--- src/rtl/riscv_pkg.sv ---
// -----------------------------------------------------------------------------
// riscv_pkg
// Shared types for the RV32I five-stage core: ALU / write-back / branch
// encodings, the ID/EX pipeline record and its bubble value.
// No ports (package).
// -----------------------------------------------------------------------------
package riscv_pkg;

    // Widths the ID/EX record is laid out with. The id_ex_pipe_reg parameters
    // default to these and must be kept equal to them.
    localparam int XLEN  = 32;
    localparam int RA_W  = 5;

    typedef enum logic [3:0] {
        ALU_ADD  = 4'd0,
        ALU_SUB  = 4'd1,
        ALU_SLL  = 4'd2,
        ALU_SLT  = 4'd3,
        ALU_SLTU = 4'd4,
        ALU_XOR  = 4'd5,
        ALU_SRL  = 4'd6,
        ALU_SRA  = 4'd7,
        ALU_OR   = 4'd8,
        ALU_AND  = 4'd9,
        ALU_PASS = 4'd10
    } alu_op_t;

    typedef enum logic [1:0] {
        WB_ALU = 2'd0,
        WB_MEM = 2'd1,
        WB_PC4 = 2'd2,
        WB_IMM = 2'd3
    } wb_sel_t;

    typedef enum logic [2:0] {
        BR_NONE = 3'd0,
        BR_EQ   = 3'd1,
        BR_NE   = 3'd2,
        BR_LT   = 3'd3,
        BR_GE   = 3'd4,
        BR_LTU  = 3'd5,
        BR_GEU  = 3'd6,
        BR_JUMP = 3'd7
    } br_type_t;

    // Everything the execute stage needs from decode, in one flop bank.
    typedef struct packed {
        logic              valid;
        logic [XLEN-1:0]   pc;
        logic [XLEN-1:0]   data1;
        logic [XLEN-1:0]   data2;
        logic [XLEN-1:0]   imm;
        logic [RA_W-1:0]   rs1;
        logic [RA_W-1:0]   rs2;
        logic [RA_W-1:0]   rd;
        logic              uses_rs1;
        logic              uses_rs2;
        logic              b_sel;
        logic              a_sel;
        alu_op_t           alu_op;
        logic              reg_wr;
        logic              mem_rd;
        logic              mem_wr;
        wb_sel_t           wb_sel;
        br_type_t          br_type;
        logic              pred_taken;
    } id_ex_t;

    // A bubble is a no-op: invalid, no side effects, ADD, no branch, all
    // data/address/select fields cleared.
    localparam id_ex_t ID_EX_BUBBLE = '{
        valid:      1'b0,
        pc:         '0,
        data1:      '0,
        data2:      '0,
        imm:        '0,
        rs1:        '0,
        rs2:        '0,
        rd:         '0,
        uses_rs1:   1'b0,
        uses_rs2:   1'b0,
        b_sel:      1'b0,
        a_sel:      1'b0,
        alu_op:     ALU_ADD,
        reg_wr:     1'b0,
        mem_rd:     1'b0,
        mem_wr:     1'b0,
        wb_sel:     WB_ALU,
        br_type:    BR_NONE,
        pred_taken: 1'b0
    };

endpackage

--- src/rtl/id_ex_pipe_reg_load_use_detect.sv ---
// -----------------------------------------------------------------------------
// load_use_detect
// Combinational load-use hazard detector. Raises hazard_stall when the load
// sitting in EX writes a register the decode instruction reads.
// Ports:
//   ex_valid, ex_mem_rd, ex_rd      : the instruction currently in EX
//   id_valid, id_rs1, id_rs2,
//   id_uses_rs1, id_uses_rs2        : the instruction currently in ID
//   flush, ex_stall                 : suppress the stall (kill / hold pending)
//   hazard_stall                    : freeze PC and IF/ID, bubble into EX
// -----------------------------------------------------------------------------
module load_use_detect
    import riscv_pkg::*;
#(
    parameter int REG_AW = 5
) (
    input  logic              ex_valid,
    input  logic              ex_mem_rd,
    input  logic [REG_AW-1:0] ex_rd,
    input  logic              id_valid,
    input  logic [REG_AW-1:0] id_rs1,
    input  logic [REG_AW-1:0] id_rs2,
    input  logic              id_uses_rs1,
    input  logic              id_uses_rs2,
    input  logic              flush,
    input  logic              ex_stall,
    output logic              hazard_stall
);

    logic ex_is_load;
    logic rs1_hit;
    logic rs2_hit;

    // x0 is hardwired to zero, so a load targeting it never produces a
    // value anyone can wait for.
    assign ex_is_load = ex_valid & ex_mem_rd & (ex_rd != '0);
    assign rs1_hit    = id_uses_rs1 & (ex_rd == id_rs1);
    assign rs2_hit    = id_uses_rs2 & (ex_rd == id_rs2);

    // A flush kills the decode instruction, so it must not freeze fetch; a
    // downstream hold already keeps the load in EX, so no bubble is needed.
    assign hazard_stall = ex_is_load & id_valid & (rs1_hit | rs2_hit)
                          & ~flush & ~ex_stall;

endmodule

--- src/rtl/id_ex_pipe_reg.sv ---
// -----------------------------------------------------------------------------
// id_ex_pipe_reg
// ID/EX pipeline register of the RV32I five-stage core. Captures decode
// operands, immediate, register addresses and control; owns load-use hazard
// detection, bubble insertion, downstream stall hold and mispredict flush.
//
// Update priority per rising edge: rst (async) > flush > ex_stall (hold)
//   > hazard_stall (bubble) > normal load.
//
// Ports:
//   clk, rst            : clock, asynchronous active-high reset
//   id_*                : decode-stage fields (valid, pc, data, imm, regs,
//                         source-use flags, selects, alu_op, controls,
//                         wb_sel, br_type, pred_taken)
//   ex_stall            : hold contents
//   flush               : branch mispredict, load a bubble
//   ex_*                : registered copies of the id_* fields
//   hazard_stall        : combinational load-use stall to PC and IF/ID
//   perf_bubble_cnt     : hazard bubbles inserted
//   perf_flush_cnt      : flushes taken
//
// Configuration macro: ID_EX_PERF_CNT_EN
//   defined   : both performance counters are implemented (wrap mod 2^32)
//   undefined : counter ports are present and tied to zero
// -----------------------------------------------------------------------------
module id_ex_pipe_reg
    import riscv_pkg::*;
#(
    parameter int size   = 32,
    parameter int REG_AW = 5
) (
    input  logic              clk,
    input  logic              rst,

    input  logic              id_valid,
    input  logic [size-1:0]   id_pc,
    input  logic [size-1:0]   id_data1,
    input  logic [size-1:0]   id_data2,
    input  logic [size-1:0]   id_imm,
    input  logic [REG_AW-1:0] id_rs1,
    input  logic [REG_AW-1:0] id_rs2,
    input  logic [REG_AW-1:0] id_rd,
    input  logic              id_uses_rs1,
    input  logic              id_uses_rs2,
    input  logic              id_B_Sel,
    input  logic              id_A_Sel,
    input  logic [3:0]        id_alu_op,
    input  logic              id_reg_wr,
    input  logic              id_mem_rd,
    input  logic              id_mem_wr,
    input  logic [1:0]        id_wb_sel,
    input  logic [2:0]        id_br_type,
    input  logic              id_pred_taken,

    input  logic              ex_stall,
    input  logic              flush,

    output logic              ex_valid,
    output logic [size-1:0]   ex_pc,
    output logic [size-1:0]   ex_data1,
    output logic [size-1:0]   ex_data2,
    output logic [size-1:0]   ex_imm,
    output logic [REG_AW-1:0] ex_rs1,
    output logic [REG_AW-1:0] ex_rs2,
    output logic [REG_AW-1:0] ex_rd,
    output logic              ex_uses_rs1,
    output logic              ex_uses_rs2,
    output logic              ex_B_Sel,
    output logic              ex_A_Sel,
    output logic [3:0]        ex_alu_op,
    output logic              ex_reg_wr,
    output logic              ex_mem_rd,
    output logic              ex_mem_wr,
    output logic [1:0]        ex_wb_sel,
    output logic [2:0]        ex_br_type,
    output logic              ex_pred_taken,

    output logic              hazard_stall,
    output logic [31:0]       perf_bubble_cnt,
    output logic [31:0]       perf_flush_cnt
);

    id_ex_t stage_q;
    id_ex_t stage_d;
    id_ex_t id_fields;

    // ------------------------------------------------------------------
    // Pack the decode fields into the pipeline record.
    // ------------------------------------------------------------------
    always_comb begin
        id_fields            = ID_EX_BUBBLE;
        id_fields.valid      = id_valid;
        id_fields.pc         = id_pc;
        id_fields.data1      = id_data1;
        id_fields.data2      = id_data2;
        id_fields.imm        = id_imm;
        id_fields.rs1        = id_rs1;
        id_fields.rs2        = id_rs2;
        id_fields.rd         = id_rd;
        id_fields.uses_rs1   = id_uses_rs1;
        id_fields.uses_rs2   = id_uses_rs2;
        id_fields.b_sel      = id_B_Sel;
        id_fields.a_sel      = id_A_Sel;
        id_fields.alu_op     = alu_op_t'(id_alu_op);
        id_fields.reg_wr     = id_reg_wr;
        id_fields.mem_rd     = id_mem_rd;
        id_fields.mem_wr     = id_mem_wr;
        id_fields.wb_sel     = wb_sel_t'(id_wb_sel);
        id_fields.br_type    = br_type_t'(id_br_type);
        id_fields.pred_taken = id_pred_taken;
    end

    // ------------------------------------------------------------------
    // Load-use detection looks at what EX holds now and what ID offers.
    // ------------------------------------------------------------------
    load_use_detect #(
        .REG_AW (REG_AW)
    ) u_load_use_detect (
        .ex_valid     (stage_q.valid),
        .ex_mem_rd    (stage_q.mem_rd),
        .ex_rd        (stage_q.rd),
        .id_valid     (id_valid),
        .id_rs1       (id_rs1),
        .id_rs2       (id_rs2),
        .id_uses_rs1  (id_uses_rs1),
        .id_uses_rs2  (id_uses_rs2),
        .flush        (flush),
        .ex_stall     (ex_stall),
        .hazard_stall (hazard_stall)
    );

    // ------------------------------------------------------------------
    // Next-state selection.
    // ------------------------------------------------------------------
    always_comb begin
        // NOTE: default first so every path assigns stage_d and no latch
        // is inferred.
        stage_d = id_fields;
        if (flush) begin
            stage_d = ID_EX_BUBBLE;
        end else if (ex_stall) begin
            stage_d = stage_q;
        end else if (hazard_stall) begin
            stage_d = ID_EX_BUBBLE;
        end
    end

    // NOTE: sequential state uses non-blocking assignments so every flop
    // samples pre-edge values regardless of statement order.
    always_ff @(posedge clk or posedge rst) begin
        if (rst) begin
            stage_q <= ID_EX_BUBBLE;
        end else begin
            stage_q <= stage_d;
        end
    end

    // ------------------------------------------------------------------
    // Outputs.
    // ------------------------------------------------------------------
    assign ex_valid      = stage_q.valid;
    assign ex_pc         = stage_q.pc;
    assign ex_data1      = stage_q.data1;
    assign ex_data2      = stage_q.data2;
    assign ex_imm        = stage_q.imm;
    assign ex_rs1        = stage_q.rs1;
    assign ex_rs2        = stage_q.rs2;
    assign ex_rd         = stage_q.rd;
    assign ex_uses_rs1   = stage_q.uses_rs1;
    assign ex_uses_rs2   = stage_q.uses_rs2;
    assign ex_B_Sel      = stage_q.b_sel;
    assign ex_A_Sel      = stage_q.a_sel;
    assign ex_alu_op     = stage_q.alu_op;
    assign ex_reg_wr     = stage_q.reg_wr;
    assign ex_mem_rd     = stage_q.mem_rd;
    assign ex_mem_wr     = stage_q.mem_wr;
    assign ex_wb_sel     = stage_q.wb_sel;
    assign ex_br_type    = stage_q.br_type;
    assign ex_pred_taken = stage_q.pred_taken;

    // ------------------------------------------------------------------
    // Performance counters.
    // ------------------------------------------------------------------
`ifdef ID_EX_PERF_CNT_EN
    logic [31:0] bubble_cnt_q;
    logic [31:0] flush_cnt_q;

    // hazard_stall is already gated off by flush and ex_stall, so it is
    // high exactly on edges that load a hazard bubble; a flush+hazard
    // cycle therefore counts only as a flush.
    always_ff @(posedge clk or posedge rst) begin
        if (rst) begin
            bubble_cnt_q <= '0;
            flush_cnt_q  <= '0;
        end else begin
            if (hazard_stall) begin
                bubble_cnt_q <= bubble_cnt_q + 32'd1;
            end
            if (flush) begin
                flush_cnt_q <= flush_cnt_q + 32'd1;
            end
        end
    end

    assign perf_bubble_cnt = bubble_cnt_q;
    assign perf_flush_cnt  = flush_cnt_q;
`else
    assign perf_bubble_cnt = '0;
    assign perf_flush_cnt  = '0;
`endif

endmodule

--- config.mk ---
export PLATFORM = sky130hd
export DESIGN_NAME = id_ex_pipe_reg
export DESIGN_NICKNAME = d
export VERILOG_FILES = /design/src/rtl/riscv_pkg.sv /design/src/rtl/id_ex_pipe_reg_load_use_detect.sv /design/src/rtl/id_ex_pipe_reg.sv
export SDC_FILE = /design/constraint.sdc
export NUM_CORES = 1
export LEC_CHECK = 0
export ABC_CLOCK_PERIOD_IN_PS = 6630
export BUFFER_PORTS_ARGS = -buffer_cell sky130_fd_sc_hd__buf_2
export CAP_MARGIN = 10
export CORE_AREA = 10 10 142 144
export DETAILED_ROUTE_END_ITERATION = 12
export DIE_AREA = 0 0 152 154
export GPL_ROUTABILITY_DRIVEN = 0
export PLACE_DENSITY = 0.77
export SYNTH_ARGS = -nofsm -noshare
export SYNTH_HDL_FRONTEND = slang
export SYNTH_HIERARCHICAL = 1
export SYNTH_SLANG_ARGS = --single-unit
--- constraint.sdc ---
create_clock -name clk -period 6.63 [get_ports clk]
set_input_delay 0.9945 -clock clk [delete_from_list [all_inputs] [get_ports clk]]
set_output_delay 0.9945 -clock clk [all_outputs]
set_load 0.005 [all_outputs]
# --- Word level (Yosys, flattened, before mapping) ---
# Index checks and enable logic that the tools add are counted.
totals:
  reg_bits: 161
op_classes:
  n_eq_ne: 3
  mux: 3
  n_bitwise: 11
  reduce_logical: 1
op_table:
  columns: ["operator", "n"]
  rows:
  - ["$mux 161", 3]
  - ["$eq 5x5->1", 2]
  - ["$and 1x1->1", 8]
  - ["$reduce_bool 5->1", 1]
  - ["$ne 2x1->1 const B", 1]
  - ["$not 1->1", 2]
  - ["$or 1x1->1", 1]

# --- Logic depth before layout (Yosys ltp) ---
logic_depth:
  depth_word: 9
  ltp_mapped: 8

# --- By module ---
# The synthesis kept the hierarchy.
by_module_without_submodules:
  columns: ["module", "n_inst", "cells_each", "area_each_um2", "seq_area_each_um2"]
  rows:
  - ["id_ex_pipe_reg", 1, 614, 7096.8, 4028.9]
  - ["load_use_detect", 1, 19, 143.9, 0.0]

# --- Worst setup path after synthesis ---
# OpenSTA, ideal clock, no wires.
synth_path:
  path_type: "input -> output"
  start: "input port id_rs2[2]"
  end: "output port hazard_stall"
  arrival_time_ns: 1.711
  required_time_ns: 5.635
  slack_ns: 3.924
  path_stages: 4
  n_path_buf: 0
  path_cell_list: "xor2_1 > nor4_1 > nand3_1 > a21oi_1"
synth_between:
  elab_chain_len: 6
synth_lines:
  columns: ["element", "line", "text"]
  rows:
  - ["start, declared", "id_ex_pipe_reg.sv:41", "input logic [REG_AW-1:0] id_rs2,"]
  - ["$eq 5x5->1", "id_ex_pipe_reg_load_use_detect.sv:38", "assign rs2_hit = id_uses_rs2 & (ex_rd == id_rs2);"]
  - ["$and 1x1->1", "id_ex_pipe_reg_load_use_detect.sv:38", null]
  - ["$or 1x1->1", "id_ex_pipe_reg_load_use_detect.sv:42", "assign hazard_stall = ex_is_load & id_valid & (rs1_hit | rs2_hit)"]
  - ["$and 1x1->1", "id_ex_pipe_reg_load_use_detect.sv:42", null]
  - ["$and 1x1->1 (2 in series)", "id_ex_pipe_reg_load_use_detect.sv:43", "& ~flush & ~ex_stall;"]
  - ["end, declared", "id_ex_pipe_reg.sv:78", "output logic hazard_stall,"]
# No other way between the ends.

# --- Worst setup path after layout ---
layout_path:
  start: "input port ex_stall"
  end: "output port hazard_stall"
layout_between:
  elab_chain_len: 2
layout_lines:
  columns: ["element", "line", "text"]
  rows:
  - ["start, declared", "id_ex_pipe_reg.sv:55", "input logic ex_stall,"]
  - ["$not 1->1", "id_ex_pipe_reg_load_use_detect.sv:43", null]
  - ["$and 1x1->1", "id_ex_pipe_reg_load_use_detect.sv:43", null]
# No other way between the ends.

==> metrics <==
status=complete, no violations; final instance area=9280 um^2; share of layout cells above drive strength 1=39.6%; Die ar.=23400 um^2; remaining antenna violation count=0; Post-Syn Area=7240 um^2; pwr dens=256 nW/um^2; core area=17200 um^2; Yosys top cell by area=dfrtp_1; drt pass-1 iters=4; period utilisation layout=55.9%; Mean Syn Cell Area=11.4 um^2; ranking of synthesized cells by area=dfrtp_1 56%, a32o_1 11%, or3b_1 9.8%; Starting Density=42.2%; Rows=48; Port Buffers=326; Leak Pwr=4.87 nW; Die Span X=152 um; largest net degree at the start of global routing=98; H-Tree Depth=4; CP max stage delay=0.55 ns; Worst path most repeated cell=buf_4; setup TNS=0 ns; Total GRT Usage=18.0%; TritonCTS buffer count=17; Routed wire per std cell=19.2 um; Max-cap violations=0; Die Y=154 um; TritonCTS clock tree=done; CP startpoint kind=input port; combined area of the multi-input logic cells=2640 um^2; Slew @ Worst Pin=0.931 ns; hold_buf cts=0; DRC viols=0; Avg Vias per Cell=5.12; first-pass GRT wire length=34200 um; worst hold slack=0.487 ns; Mapped Cells=633; fillers=1518; endpoints failing hold=0; CTS sink cnt=161; total number of yosys warnings=6; Max FO, Critical Path=83; slowest stage cell, crit path=buf_4; # nets final=1088; Setup Viol. Count Final=0; WP buf/inv=3; Placed Cells=1129; io pins=391; Placement Cell Area=8650 um^2; Slew Limit Fails=0; storage element area=4030 um^2; hpwl dp=16200 um; EDFF count, synth=0; vias in the first global route=6009; Crit path max-delay family=buffers and inverters; RSZ-0062 raised after global routing=no; Remaining Overflow, GRT=0; sequential area share after synthesis=55.6%; Arr. time, crit path=2.71 ns; maximum clock frequency=0.270 GHz; initial antenna violation count=3; CTS resizes=0; post-route minimum period=3.70 ns; Initial DRC Count=383; Max rail drop VDD=0.000204 V; WS Path Type=input port to primary output; CTS max path bufs=2; Clock Tree Root=clkbuf_16; Async S/R FF share, synth=100%; min-delay worst type=flop to flop; Cell Count, Final, Fillers Out=1162; Post-Route WL=22300 um; Slew HR=37.9%; Post-synth top flop=dfrtp_1; post-route clock skew=0.0159 ns; synth-to-layout area growth=28.2%; Yosys top cell area share=55.6%; synthesis-stage register bit count=161; critical path required time=5.64 ns; total vias in the final route=5945; post-CTS setup buffer count=0; synth unique cells=22; critical path endpoint category=primary output; clk_lat worst skew=0.42 ns; critical path cell sequence=buf_4 > nor3_1 > o211ai_2 > a21oi_4 > buf_4 > buf_2; clock-pin slew on the worst setup and hold paths=0.06 ns
-- sequential cells by signal, summed over array words and instances (netlist names) --
name           count
ex_A_Sel           1
ex_B_Sel           1
ex_alu_op          4
ex_br_type         3
ex_data1          32
ex_data2          32
ex_imm            32
ex_mem_rd          1
ex_mem_wr          1
ex_pc             32
ex_pred_taken      1
ex_rd              5
ex_reg_wr          1
ex_rs1             5
ex_rs2             5
ex_uses_rs1        1
ex_uses_rs2        1
ex_valid           1
ex_wb_sel          2
-- synth_stat cells (2+ instances only) --
master,count
xor2_1,8
dfrtp_1,161
buf_4,64
buf_2,26
nand3_1,2
nor4_1,2
a21oi_1,82
a32o_1,80
buf_6,11
clkbuf_1,23
xnor2_1,2
or3b_1,81
nand2_1,82
-- stage by stage --
step                      util [%]  power (mW)  setup slack, ns
after floorplan                  -        1.25             1.29
after global placement        50.4        1.35             2.86
after detailed placement      50.4        1.36             2.86
after CTS                     54.0        2.40             2.84
after global routing          54.0        2.47             2.73
final                         54.0        2.37             2.93
-- layout make-up --
class | instances | share of cell area [%]
Multi-Input combinational cell | 408 | 28.4
Timing Repair Buffer | 333 | 18.2
Tap cell | 225 | 3.03
Inverter | 2 | 0.135
Clock buffer | 19 | 4.88
Sequential cell | 161 | 43.4
Clock inverter | 13 | 1.89
Antenna cell | 1 | 0.0270
-- kinds of logic after synthesis --
family / share of synthesized area (%)
AND/OR/NAND/NOR: 14.7
AO/OA/AOI/OAI: 16.9
flip-flops: 55.6
buffers and inverters: 11.5
XOR/XNOR: 1.21
other: 0.0518
-- final timing paths --
| check | startpoint | end | slack [ns] | cells after the start |
|---|---|---|---|---|
| min in group asynchronous | rst | ex_mem_wr | 0.72 | 2 |
| worst max-delay path | ex_stall | hazard_stall | 2.93 | 6 |
| max in group asynchronous | rst | ex_data1[28] | 4.46 | 3 |
| worst min register to register | ex_pc[27] | ex_pc[27] | 0.49 | 1 |
| worst min-delay path | ex_pc[27] | ex_pc[27] | 0.49 | 1 |
| worst max register to register | ex_rd[3] | ex_rs1[2] | 3.74 | 7 |
-- layer usage --
metal  up-vias  GRT usage (%)  wire [um]
met1      2891           20.6       8640
met2       289           29.0      10900
met3        15           8.81       2440
met4         2           5.78        259
met5         -              0         10
li1       2748              -          -
-- layout by cell type (no fill, tap or decap) --
cell        netlist  routed
nor3_1            1       1
clkinv_4          0       4
buf_4            64       8
clkbuf_16         0      17
or4_1             1       1
clkinv_2          0       1
nor2b_4           0       1
nand3_1           2       2
a21oi_1          82      81
nor2_4            0       1
o211ai_2          1       1
conb_1            1      64
clkbuf_8          0       2
or3b_1           81      81
xnor2_1           2       2
diode_2           0       1
inv_8             0       1
inv_2             1       1
clkinvlp_4        0       1
inv_6             0       4
buf_2            26     325
bufinv_16         0       3
dfrtp_1         161     161
xor2_1            8       8
a21oi_4           0       1
a32o_1           80      80
nand2_1          82      82
nor4_1            2       2
-- power by group --
group	internal, mW	total [mW]	switching [mW]
combinational	0.124	0.273	0.149
sequential	1.03	1.06	0.0288
clock	0.621	1.04	0.415
Note: power is estimated with default switching activity, not from simulation.
